===== config.mk =====
export PLATFORM = sky130hd
export DESIGN_NAME = rom_loader_flat
export DESIGN_NICKNAME = d
export VERILOG_FILES = /design/src/rtl/rom_loader_if.sv /design/src/rtl/rom_loader.sv /design/src/flat_wrapper.sv
export SDC_FILE = /design/constraint.sdc
export NUM_CORES = 1
export LEC_CHECK = 0
export CAP_MARGIN = 30
export CORE_ASPECT_RATIO = 0.5
export CORE_MARGIN = 2
export CORE_UTILIZATION = 40
export DETAILED_ROUTE_END_ITERATION = 10
export GPL_ROUTABILITY_DRIVEN = 0
export HOLD_SLACK_MARGIN = 0.12
export PLACE_DENSITY = 0.6
export SYNTH_ARGS = -nofsm -noshare
export SYNTH_HDL_FRONTEND = slang
export SYNTH_SLANG_ARGS = --single-unit

===== constraint.sdc =====
create_clock -name clk -period 1.8 [get_ports clk]
set_input_delay 0.36 -clock clk [delete_from_list [all_inputs] [get_ports clk]]
set_output_delay 0.36 -clock clk [all_outputs]
set_load 0.02 [all_outputs]

===== src/rtl/rom_loader_if.sv =====
// Byte-source handshake, memory write port and status signals of the ROM loader.
// The slave modport is the loader's view; master is the byte source / CPU side.
interface rom_loader_if #(
  parameter int unsigned DW = 32,
  parameter int unsigned AW = 12
);
  logic          start_i;
  logic [AW:0]   len_i;
  logic          byte_valid_i;
  logic [7:0]    byte_data_i;
  logic          byte_ready_o;
  logic          wen_o;
  logic [AW-1:0] w_addr_o;
  logic [DW-1:0] w_data_o;
  logic          cpu_hold_o;
  logic          busy_o;
  logic          done_o;
  logic          err_o;
  logic [7:0]    csum_o;

  modport slave (
    input  start_i, len_i, byte_valid_i, byte_data_i,
    output byte_ready_o, wen_o, w_addr_o, w_data_o,
           cpu_hold_o, busy_o, done_o, err_o, csum_o
  );

  modport master (
    output start_i, len_i, byte_valid_i, byte_data_i,
    input  byte_ready_o, wen_o, w_addr_o, w_data_o,
           cpu_hold_o, busy_o, done_o, err_o, csum_o
  );
endinterface


===== src/rtl/rom_loader.sv =====
// Packs a little-endian byte stream into DW-bit words and writes them to consecutive
// memory addresses from 0, holding the CPU stalled while the load is in progress.
module rom_loader #(
  parameter int unsigned DW      = 32,
  parameter int unsigned AW      = 12,
  parameter int unsigned MEM_NUM = 4096,
  parameter int unsigned TIMEOUT = 65535
) (
  input  logic        clk,
  input  logic        rst,
  rom_loader_if.slave bus
);

  localparam int unsigned BPW = DW / 8;
  localparam int unsigned BCW = (BPW > 1) ? $clog2(BPW) : 1;
  localparam int unsigned LW  = AW + 1;
  localparam int unsigned TW  = (TIMEOUT > 1) ? $clog2(TIMEOUT) : 1;

  typedef enum logic [1:0] {S_IDLE, S_RECV, S_WRITE, S_DONE} state_t;

  state_t          r_state;
  state_t          w_state_nxt;
  logic [DW-1:0]   r_word;
  logic [DW-1:0]   w_word_nxt;
  logic [BCW-1:0]  r_byte_cnt;
  logic [TW-1:0]   r_tcnt;
  logic [AW-1:0]   r_addr;
  logic [LW-1:0]   r_words_left;
  logic            w_hs;
  logic            w_accept;
  logic            w_zero_len;
  logic            w_len_bad;
  logic            w_abort;
  logic            w_last_byte;

  always_ff @(posedge clk) begin
    if (!rst) r_state <= S_IDLE;
    else      r_state <= w_state_nxt;
  end

  // Next state plus the single-cycle events that steer the datapath
  always_comb begin
    w_state_nxt = r_state;
    w_hs        = 1'b0;
    w_accept    = 1'b0;
    w_zero_len  = 1'b0;
    w_len_bad   = 1'b0;
    w_abort     = 1'b0;
    w_last_byte = (r_byte_cnt == BCW'(BPW - 1));
    w_word_nxt  = r_word;
    for (int k = 0; k < int'(BPW); k++) begin
      if (r_byte_cnt == BCW'(k)) w_word_nxt[8*k +: 8] = bus.byte_data_i;
    end
    case (r_state)
      S_IDLE: begin
        if (bus.start_i) begin
          if (bus.len_i == '0) begin
            w_zero_len  = 1'b1;
            w_state_nxt = S_DONE;
          end else if (bus.len_i > LW'(MEM_NUM)) begin
            w_len_bad = 1'b1;
          end else begin
            w_accept    = 1'b1;
            w_state_nxt = S_RECV;
          end
        end
      end
      S_RECV: begin
        w_hs = bus.byte_valid_i & bus.byte_ready_o;
        if (w_hs) begin
          if (w_last_byte) w_state_nxt = S_WRITE;
        end else if (r_tcnt == TW'(TIMEOUT - 1)) begin
          w_abort     = 1'b1;
          w_state_nxt = S_IDLE;
        end
      end
      S_WRITE: w_state_nxt = (r_words_left == LW'(1)) ? S_DONE : S_RECV;
      S_DONE:  w_state_nxt = S_IDLE;
      default: w_state_nxt = S_IDLE;
    endcase
  end

  // Outputs are registered from the next state so they line up with the state they describe
  always_ff @(posedge clk) begin
    if (!rst) begin
      r_word           <= '0;
      r_byte_cnt       <= '0;
      r_tcnt           <= '0;
      r_addr           <= '0;
      r_words_left     <= '0;
      bus.byte_ready_o <= 1'b0;
      bus.wen_o        <= 1'b0;
      bus.w_addr_o     <= '0;
      bus.w_data_o     <= '0;
      bus.cpu_hold_o   <= 1'b0;
      bus.busy_o       <= 1'b0;
      bus.done_o       <= 1'b0;
      bus.err_o        <= 1'b0;
      bus.csum_o       <= '0;
    end else begin
      bus.byte_ready_o <= (w_state_nxt == S_RECV);
      bus.busy_o       <= (w_state_nxt != S_IDLE);
      bus.wen_o        <= (w_state_nxt == S_WRITE);
      bus.done_o       <= (w_state_nxt == S_DONE);
      if (w_zero_len) begin
        bus.err_o  <= 1'b0;
        bus.csum_o <= '0;
      end
      if (w_len_bad) bus.err_o <= 1'b1;
      if (w_accept) begin
        r_words_left   <= bus.len_i;
        r_addr         <= '0;
        r_byte_cnt     <= '0;
        r_tcnt         <= '0;
        bus.csum_o     <= '0;
        bus.err_o      <= 1'b0;
        bus.cpu_hold_o <= 1'b1;
      end
      if (w_hs) begin
        r_word     <= w_word_nxt;
        bus.csum_o <= bus.csum_o + bus.byte_data_i;
        r_tcnt     <= '0;
        r_byte_cnt <= w_last_byte ? '0 : r_byte_cnt + BCW'(1);
        if (w_last_byte) begin
          bus.w_addr_o <= r_addr;
          bus.w_data_o <= w_word_nxt;
        end
      end else if (r_state == S_RECV) begin
        r_tcnt <= r_tcnt + TW'(1);
      end
      if (w_abort) begin
        bus.err_o      <= 1'b1;
        bus.cpu_hold_o <= 1'b0;
      end
      if (r_state == S_WRITE) begin
        r_addr       <= r_addr + AW'(1);
        r_words_left <= r_words_left - LW'(1);
        r_tcnt       <= '0;
      end
      if (r_state == S_DONE) bus.cpu_hold_o <= 1'b0;
    end
  end

endmodule


===== src/flat_wrapper.sv =====
// flat-port wrapper written by rule: the top's interface ports become plain ports
module rom_loader_flat 
#(
  parameter int unsigned DW      = 32,
  parameter int unsigned AW      = 12,
  parameter int unsigned MEM_NUM = 4096,
  parameter int unsigned TIMEOUT = 65535
)
  (clk, rst, bus_start_i, bus_len_i, bus_byte_valid_i, bus_byte_data_i, bus_byte_ready_o, bus_wen_o, bus_w_addr_o, bus_w_data_o, bus_cpu_hold_o, bus_busy_o, bus_done_o, bus_err_o, bus_csum_o);
  rom_loader_if #(.DW(DW), .AW(AW)) bus_i ();
  input  logic clk;
  input  logic rst;
  input wire logic [$bits(bus_i.start_i)-1:0] bus_start_i;
  input wire logic [$bits(bus_i.len_i)-1:0] bus_len_i;
  input wire logic [$bits(bus_i.byte_valid_i)-1:0] bus_byte_valid_i;
  input wire logic [$bits(bus_i.byte_data_i)-1:0] bus_byte_data_i;
  output wire logic [$bits(bus_i.byte_ready_o)-1:0] bus_byte_ready_o;
  output wire logic [$bits(bus_i.wen_o)-1:0] bus_wen_o;
  output wire logic [$bits(bus_i.w_addr_o)-1:0] bus_w_addr_o;
  output wire logic [$bits(bus_i.w_data_o)-1:0] bus_w_data_o;
  output wire logic [$bits(bus_i.cpu_hold_o)-1:0] bus_cpu_hold_o;
  output wire logic [$bits(bus_i.busy_o)-1:0] bus_busy_o;
  output wire logic [$bits(bus_i.done_o)-1:0] bus_done_o;
  output wire logic [$bits(bus_i.err_o)-1:0] bus_err_o;
  output wire logic [$bits(bus_i.csum_o)-1:0] bus_csum_o;
  assign bus_i.start_i = bus_start_i;
  assign bus_i.len_i = bus_len_i;
  assign bus_i.byte_valid_i = bus_byte_valid_i;
  assign bus_i.byte_data_i = bus_byte_data_i;
  assign bus_byte_ready_o = bus_i.byte_ready_o;
  assign bus_wen_o = bus_i.wen_o;
  assign bus_w_addr_o = bus_i.w_addr_o;
  assign bus_w_data_o = bus_i.w_data_o;
  assign bus_cpu_hold_o = bus_i.cpu_hold_o;
  assign bus_busy_o = bus_i.busy_o;
  assign bus_done_o = bus_i.done_o;
  assign bus_err_o = bus_i.err_o;
  assign bus_csum_o = bus_i.csum_o;
  rom_loader #(.DW(DW), .AW(AW), .MEM_NUM(MEM_NUM), .TIMEOUT(TIMEOUT)) u_core (.clk(clk), .rst(rst), .bus(bus_i));
endmodule

==> results of run 1 <==
through the flow:
stage                     instance area [sq um]  power (uW)  setup slack, ns  instances  utilization [%]
final                                      8144        6876          -0.1107       1036            59.28
after global routing                       8144        7128          -0.1901       1036            59.28
after CTS                                  8020        6906         -0.09167       1035            58.38
after detailed placement                   7298        3433          -0.8122       1001            53.12
after global placement                     7298        3431          -0.6771       1001            53.12
after floorplan                            5731        3165         -0.07005        689                -
routing by layer:
metal / vias up / global-route usage, % / routed length [um]
met5: - / 0 / 0
met4: 0 / 8.243 / 264
met3: 25 / 4.467 / 648
met2: 132 / 33.38 / 7062
met1: 2590 / 28.48 / 7696
li1: 2761 / - / -
worst max path at each step:
stage                     slack [ns]                                    to  depth (start not counted)                           startpoint
after floorplan                -0.07          u_core.bus.done_o$_SDFF_PN0_                          6  u_core.r_words_left[5]$_SDFFE_PN0P_
after global placement         -0.68         u_core.r_addr[7]$_SDFFE_PN0P_                          8                         bus_len_i[5]
after detailed placement       -0.81         u_core.r_addr[7]$_SDFFE_PN0P_                          8                         bus_len_i[5]
after CTS                      -0.09          u_core.bus.done_o$_SDFF_PN0_                          5  u_core.r_words_left[7]$_SDFFE_PN0P_
after global routing           -0.19  u_core.r_words_left[12]$_SDFFE_PN0P_                          6  u_core.r_words_left[7]$_SDFFE_PN0P_
final                          -0.11  u_core.r_words_left[12]$_SDFFE_PN0P_                          6  u_core.r_words_left[7]$_SDFFE_PN0P_
cell families (layout without fill, tap and decap cells):
logic type	after synthesis	count (layout)	synth area share, %
xor gates and xnor gates	10	10	1.533
adders and majority gates	17	17	3.855
buffers and inverters	54	209	3.635
DFF	127	127	44.50
AOI/OAI and AO/OA	175	175	19.19
and+or+nand+nor	279	279	22.54
muxes	27	27	4.753
area by class of cell:
cell class,instances,share of cell area (%)
clock buffer,17,5.224
multi-input combinational,508,38.75
tap,192,2.950
timing repair buffer,171,19.37
clock inverter,14,2.074
sequential,127,31.31
inverter,7,0.3226
repair_timing:
item                                   CTS  global route
setup buffers                            3             1
setup endpoints to repair               68            87
gates resized for setup                 27            34
pin swaps                                5             7
endpoints found under the hold margin    0             0
cells in the mapped netlist, types with 2 or more instances:
cell type  instances  area [sq um]
inv_1              6         22.52
and4_1             4         35.03
nor2_1            57         214.0
o41ai_1            2         17.52
nand2_1          115         431.7
mux2i_1           26         260.3
a21o_1             4         30.03
a41oi_1            4         35.03
clkbuf_1          43         161.4
nand4_1           13         81.33
nor3_1             7         35.03
xor2_1             5         43.79
o22ai_1            3         18.77
a2bb2oi_1          4         35.03
nand2b_1           4         25.02
a21oi_1           72         360.4
or4_1              2         15.01
or3_1              2         12.51
a211oi_1          28         210.2
and2_1             9         56.30
a311oi_1           3         26.28
o311ai_1           2         17.52
a31o_2             2         17.52
dfxtp_1          127          2542
o21ai_0           19         95.09
o211ai_1           2         15.01
nand3_1           40         200.2
nor4_1             7         43.79
o21ai_1            5         25.02
xnor2_1            5         43.79
nor2b_1            2         12.51
a31oi_1           11         68.82
ha_1              16         200.2
buf_2              4         20.02
o21a_1             3         22.52
and3_1             9         56.30
power breakdown:
group	total (uW)	switching (uW)	internal (uW)
clock	3460	1290	2170
sequential	2870	27.7	2840
combinational	550	299	251
total	6880	1620	5260
sequential cells by signal (all words and copies together), names as in the netlist:
signal,flops
u_core.bus.csum_o,8
u_core.r_tcnt,16
u_core.bus.done_o,1
u_core.r_word,24
u_core.r_addr,12
u_core.r_words_left,13
u_core.bus.wen_o,1
u_core.r_byte_cnt,2
u_core.bus.busy_o,1
u_core.r_state,2
u_core.bus.w_addr_o,12
u_core.bus.byte_ready_o,1
u_core.bus.err_o,1
u_core.bus.w_data_o,32
u_core.bus.cpu_hold_o,1
tightest hold or removal path: cells and delay by family:
| kind | cells | cell delay (ns) |
|---|---|---|
| AOI/OAI and AO/OA | 1 | 0.11 |
| buffers and inverters | 1 | 0.16 |
| and+or+nand+nor | 1 | 0.10 |
==> metrics.md, run 1 <==
| Metric | Value |
|---|---|
| CTS buffer count | `17` |
| Synth cell types | `58` |
| Num rows | `30` |
| Vias in the first global route | `5060` |
| Maximum root-to-sink buffer count | `2` |
| Tightest Pin Transition | `0.4769 ns` |
| Hold buffers post-CTS | `0` |
| Antenna-violating nets left | `0` |
| Area of the multi-input gates | `3156 sq um` |
| HP Start | `bus_len_i[8]` |
| Fillers | `1239` |
| First-pass GRT wire length | `25710 um` |
| I/O pin total | `83` |
| Synth warn | `0` |
| Crit-path cells | `or4_4 > or4_4 > buf_4 > nor4_4 > a21oi_1 > a21oi_1` |
| Period utilization | `106.1%` |
| Delay-heaviest family, CP | `simple AND/OR/NAND/NOR gates` |
| Post-layout nets | `874` |
| Max VDD drop | `0.6155 mV` |
| Hold Fails Final Rpt | `0` |
| FF-to-FF Start | `u_core.r_words_left[7]$_SDFFE_PN0P_` |
| Synth Net Count | `731` |
| Port bufs | `82` |
| Hold slack final | `0.3659 ns` |
| Setup TNS | `-0.3750 ns` |
| FMAX | `523.4 MHz` |
| Critical path endpoint category | `flop` |
| Clock sink count | `127` |
| LEAKAGE | `0.003125 uW` |
| Commonest cells after routing, fill and taps aside | `dfxtp_1 (123), nand2_1 (114), buf_4 (81)` |
| Most common cell after layout, fill and taps aside | `dfxtp_1` |
| Post-route setup slack | `-0.1107 ns` |
| WL/cell | `15.13 um` |
| Max Cap Viol | `0` |
| Total track usage | `21.03%` |
| Grt total ovfl | `0` |
| Sequential cell area | `2550 sq um` |
| Seq/Total Area, Yosys | `44.50%` |
| CP Max Fanout | `6` |
| Relative slew slack | `67.91%` |
| Synth Instances | `689` |
| RSZ-0062 raised after global routing | `true` |
| Fin crit period | `1.911 ns` |
| Req. time, crit path | `2.14 ns` |
| Cells on worst reg2reg path | `6` |
| WS Path Type | `flop to flop` |
| CTS clock-pin slew for the worst setup and hold paths | `0.06 ns` |
| DIE AREA | `15310 sq um` |
| Asr flop ratio synth | `0%` |
| Area grow syn2layout | `42.55%` |
| Routed wire length | `15670 um` |
| Ys flop type | `dfxtp_1` |
| Synth Cell Area | `5713 sq um` |
| Final Max Slew Viols | `0` |
| Failing checks | `negative setup slack` |
| Total core area | `13740 sq um` |
| Sink of the worst hold path | `u_core.r_words_left[8]$_SDFFE_PN0P_` |
| Largest net degree at the start of global routing | `52` |
| DR pass1 iterations | `5` |
| Initial core utilization | `41.58%` |
| Setup violators final | `5` |
| Worst path bufs/invs | `1` |
| Worst r2r dst | `u_core.r_words_left[12]$_SDFFE_PN0P_` |
| Die H | `88.51 um` |
| Worst setup SP type | `flop` |
| Share of layout cells above drive strength 1 | `18.96%` |
| CTS tree | `done` |
| Status | `complete, but fails checks` |
| #FFs+latches synth | `127` |
| PwrDens | `844.3 nW/um^2` |
| Worst hold path class | `primary input to flop` |
| CTS H-Tree Depth | `4` |
| R2R Setup Slk | `-0.11 ns` |
| Dpl hpwl | `10630 um` |
| Initial detailed-routing violation count | `428` |
| Max stage delay cell, worst path | `or4_4` |
| Max incr delay on CP | `0.53 ns` |
| Clock skew | `0.009230 ns` |
| Avg Inst Size Synth | `8.292 sq um` |
| Critical path arrival | `2.25 ns` |
| Via count | `5508` |
| Vias per inst | `5.317` |
| Die X | `173.0 um` |
| Number of flops mapped to enable cells by yosys | `0` |
| Ant. Diodes | `0` |
| # DRC | `0` |
| Clock root buffer | `clkbuf_16` |
| Hold Path Depth | `3` |
| Clock insertion delay at the later pin of the skew report | `0.41 ns` |
| Initial antenna violation count | `0` |
Power figures use the tool's default switching activity.
==> inputs of run 2 (changes only) <==
--- a/config.mk
+++ b/config.mk
@@ -5,10 +5,12 @@
 export SDC_FILE = /design/constraint.sdc
 export NUM_CORES = 1
 export LEC_CHECK = 0
+export ABC_AREA = 0
 export CAP_MARGIN = 30
 export CORE_ASPECT_RATIO = 0.5
 export CORE_MARGIN = 2
 export CORE_UTILIZATION = 40
+export CTS_BUF_LIST = sky130_fd_sc_hd__clkbuf_8
 export DETAILED_ROUTE_END_ITERATION = 10
 export GPL_ROUTABILITY_DRIVEN = 0
 export HOLD_SLACK_MARGIN = 0.12
==> run 2 against run 1 <==
  * The run still ends with negative setup slack left
  * Routed wire length shrank 0.94%
  * Non-clock buffer count grew 6
  * Final cell count increased by 0.58%
  * Critical path depth down 1
  * Largest cell class unchanged
==> metrics.md, run 2 (same netlist as run 1, synthesis figures left out) <==
| Metric | Value |
|---|---|
| I/O pin total | `83 (unchanged)` |
| Share of layout cells above drive strength 1 | `19.65% (was 18.96%)` |
| Total track usage | `20.53% (was 21.03%)` |
| Die H | `88.51 um (unchanged)` |
| Largest net degree at the start of global routing | `52 (unchanged)` |
| Hold buffers post-CTS | `0 (unchanged)` |
| Max VDD drop | `0.4445 mV (was 0.6155 mV)` |
| Num rows | `30 (unchanged)` |
| Initial antenna violation count | `0 (unchanged)` |
| Tightest Pin Transition | `0.4460 ns (was 0.4769 ns)` |
| Antenna-violating nets left | `0 (unchanged)` |
| Worst setup SP type | `flop (unchanged)` |
| Number of flip-flops in the largest register | `32 (unchanged)` |
| LEAKAGE | `0.003206 uW (was 0.003125 uW)` |
| Req. time, crit path | `2.12 ns (was 2.14 ns)` |
| Setup violators final | `6 (was 5)` |
| Clock insertion delay at the later pin of the skew report | `0.43 ns (was 0.41 ns)` |
| CTS H-Tree Depth | `4 (unchanged)` |
| Fillers | `1273 (was 1239)` |
| Total core area | `13740 sq um (unchanged)` |
| Port bufs | `82 (unchanged)` |
| PwrDens | `746.4 nW/um^2 (was 844.3 nW/um^2)` |
| Critical path arrival | `2.24 ns (was 2.25 ns)` |
| Largest regs | `u_core.bus.w_data_o (32), u_core.r_word (24), u_core.r_tcnt (16) (unchanged)` |
| Most common cell after layout, fill and taps aside | `dfxtp_1 (unchanged)` |
| Initial core utilization | `41.58% (unchanged)` |
| Worst hold path class | `primary input to flop (unchanged)` |
| CTS clock-pin slew for the worst setup and hold paths | `0.08 ns (was 0.06 ns)` |
| CP Max Fanout | `5 (was 6)` |
| Post-route setup slack | `-0.1180 ns (was -0.1107 ns)` |
| Grt total ovfl | `0 (unchanged)` |
| Initial detailed-routing violation count | `459 (was 428)` |
| Largest register by flop count | `u_core.bus.w_data_o (unchanged)` |
| DR pass1 iterations | `4 (was 5)` |
| FMAX | `521.4 MHz (was 523.4 MHz)` |
| Hold Fails Final Rpt | `0 (unchanged)` |
| # DRC | `0 (unchanged)` |
| Final Max Slew Viols | `0 (unchanged)` |
| WS Path Type | `flop to flop (unchanged)` |
| Vias in the first global route | `4911 (was 5060)` |
| Clock sink count | `127 (unchanged)` |
| First-pass GRT wire length | `25160 um (was 25710 um)` |
| Critical path endpoint category | `flop (unchanged)` |
| Fin crit period | `1.918 ns (was 1.911 ns)` |
| DIE AREA | `15310 sq um (unchanged)` |
| Max Cap Viol | `0 (unchanged)` |
| Status | `complete, but fails checks (unchanged)` |
| RSZ-0062 raised after global routing | `true (unchanged)` |
| Vias per inst | `5.303 (was 5.317)` |
| Setup TNS | `-0.5244 ns (was -0.3750 ns)` |
| Routed wire length | `15520 um (was 15670 um)` |
| Post-layout nets | `880 (was 874)` |
| Relative slew slack | `69.99% (was 67.91%)` |
| Commonest cells after routing, fill and taps aside | `dfxtp_1 (123), nand2_1 (113), buf_4 (88) (was dfxtp_1 (123), nand2_1 (114), buf_4 (81))` |
| Area grow syn2layout | `40.10% (was 42.55%)` |
| Failing checks | `negative setup slack (unchanged)` |
| Via count | `5526 (was 5508)` |
| Clock skew | `0.01133 ns (was 0.009230 ns)` |
| WL/cell | `14.90 um (was 15.13 um)` |
| CTS tree | `done (unchanged)` |
| Clock root buffer | `clkbuf_8 (was clkbuf_16)` |
| Dpl hpwl | `10630 um (unchanged)` |
| Maximum root-to-sink buffer count | `2 (unchanged)` |
| Period utilization | `106.6% (was 106.1%)` |
| Hold slack final | `0.3257 ns (was 0.3659 ns)` |
| Die X | `173.0 um (unchanged)` |
| CTS buffer count | `17 (unchanged)` |
| Ant. Diodes | `0 (unchanged)` |
## run 2: cell count changes in the layout (fill, tap and decap cells not counted), sizes merged
cell / change
buf: +5
clkbuf: +1
clkdlybuf4s50: -13
dlygate4sd2: +9
dlymetal6s2s: +4
## run 2: area by class of cell
class / count / area [sq um] / area share, %
Clock inverter: 14 / 168.9 / 2.110
Multi-Input combinational cell: 508 / 3156 / 39.42
Sequential cell: 127 / 2547 / 31.83
Tap cell: 192 / 240.2 / 3.001
Inverter: 7 / 26.28 / 0.3283
Clock buffer: 17 / 234.0 / 2.923
Timing Repair Buffer: 177 / 1632 / 20.38
## run 2: critical path, stage by stage, from the launching register on
cell and delay, ns:
dfxtp_2 0.33, or4_4 0.53, or4_4 0.49, buf_4 0.17
o311ai_4 0.20, a21oi_1 0.09
## run 2: stage by stage
step / worst slack [ns] / cells / cell area (sq um) / total power, uW / util [%]
global route: -0.1638 / 1042 / 8004 / 6212 / 58.26
floorplan: -0.07005 / 689 / 5731 / 3165 / -
CTS: -0.09664 / 1037 / 7807 / 5983 / 56.83
detailed placement: -0.8122 / 1001 / 7298 / 3433 / 53.12
global placement: -0.6771 / 1001 / 7298 / 3431 / 53.12
finish: -0.1180 / 1042 / 8004 / 5974 / 58.26
## run 2: repair_timing
action,CTS,global route
setup buffers,5,4
setup endpoints to repair,73,94
pin swaps,5,7
gates cloned,0,1
gates resized for setup,30,40
endpoints found under the hold margin,0,0
## run 2: final timing paths
check | end | cells after the start | from | slack, ns
worst min register to register | u_core.bus.w_addr_o[4]$_SDFFE_PN0P_ | 2 | u_core.bus.w_addr_o[4]$_SDFFE_PN0P_ | 0.45
worst max register to register | u_core.r_words_left[12]$_SDFFE_PN0P_ | 5 | u_core.r_words_left[7]$_SDFFE_PN0P_ | -0.12
worst max-delay path | u_core.r_words_left[12]$_SDFFE_PN0P_ | 5 | u_core.r_words_left[7]$_SDFFE_PN0P_ | -0.12
worst min-delay path | u_core.r_words_left[1]$_SDFFE_PN0P_ | 3 | bus_len_i[1] | 0.33
## run 2: layer usage
layer | routed length, um | track usage [%]
met3 | 622 | 5.198
met4 | 138 | 4.777
met1 | 7912 | 28.63
met2 | 6850 | 32.29
met5 | 0 | 0
## run 2: power by group
group	internal [uW]	switching (uW)	leakage, uW
Clock	1360	1200	0.000190
Sequential	2840	29.3	0.00103
Combinational	254	298	0.00199
Total	4450	1520	0.00321
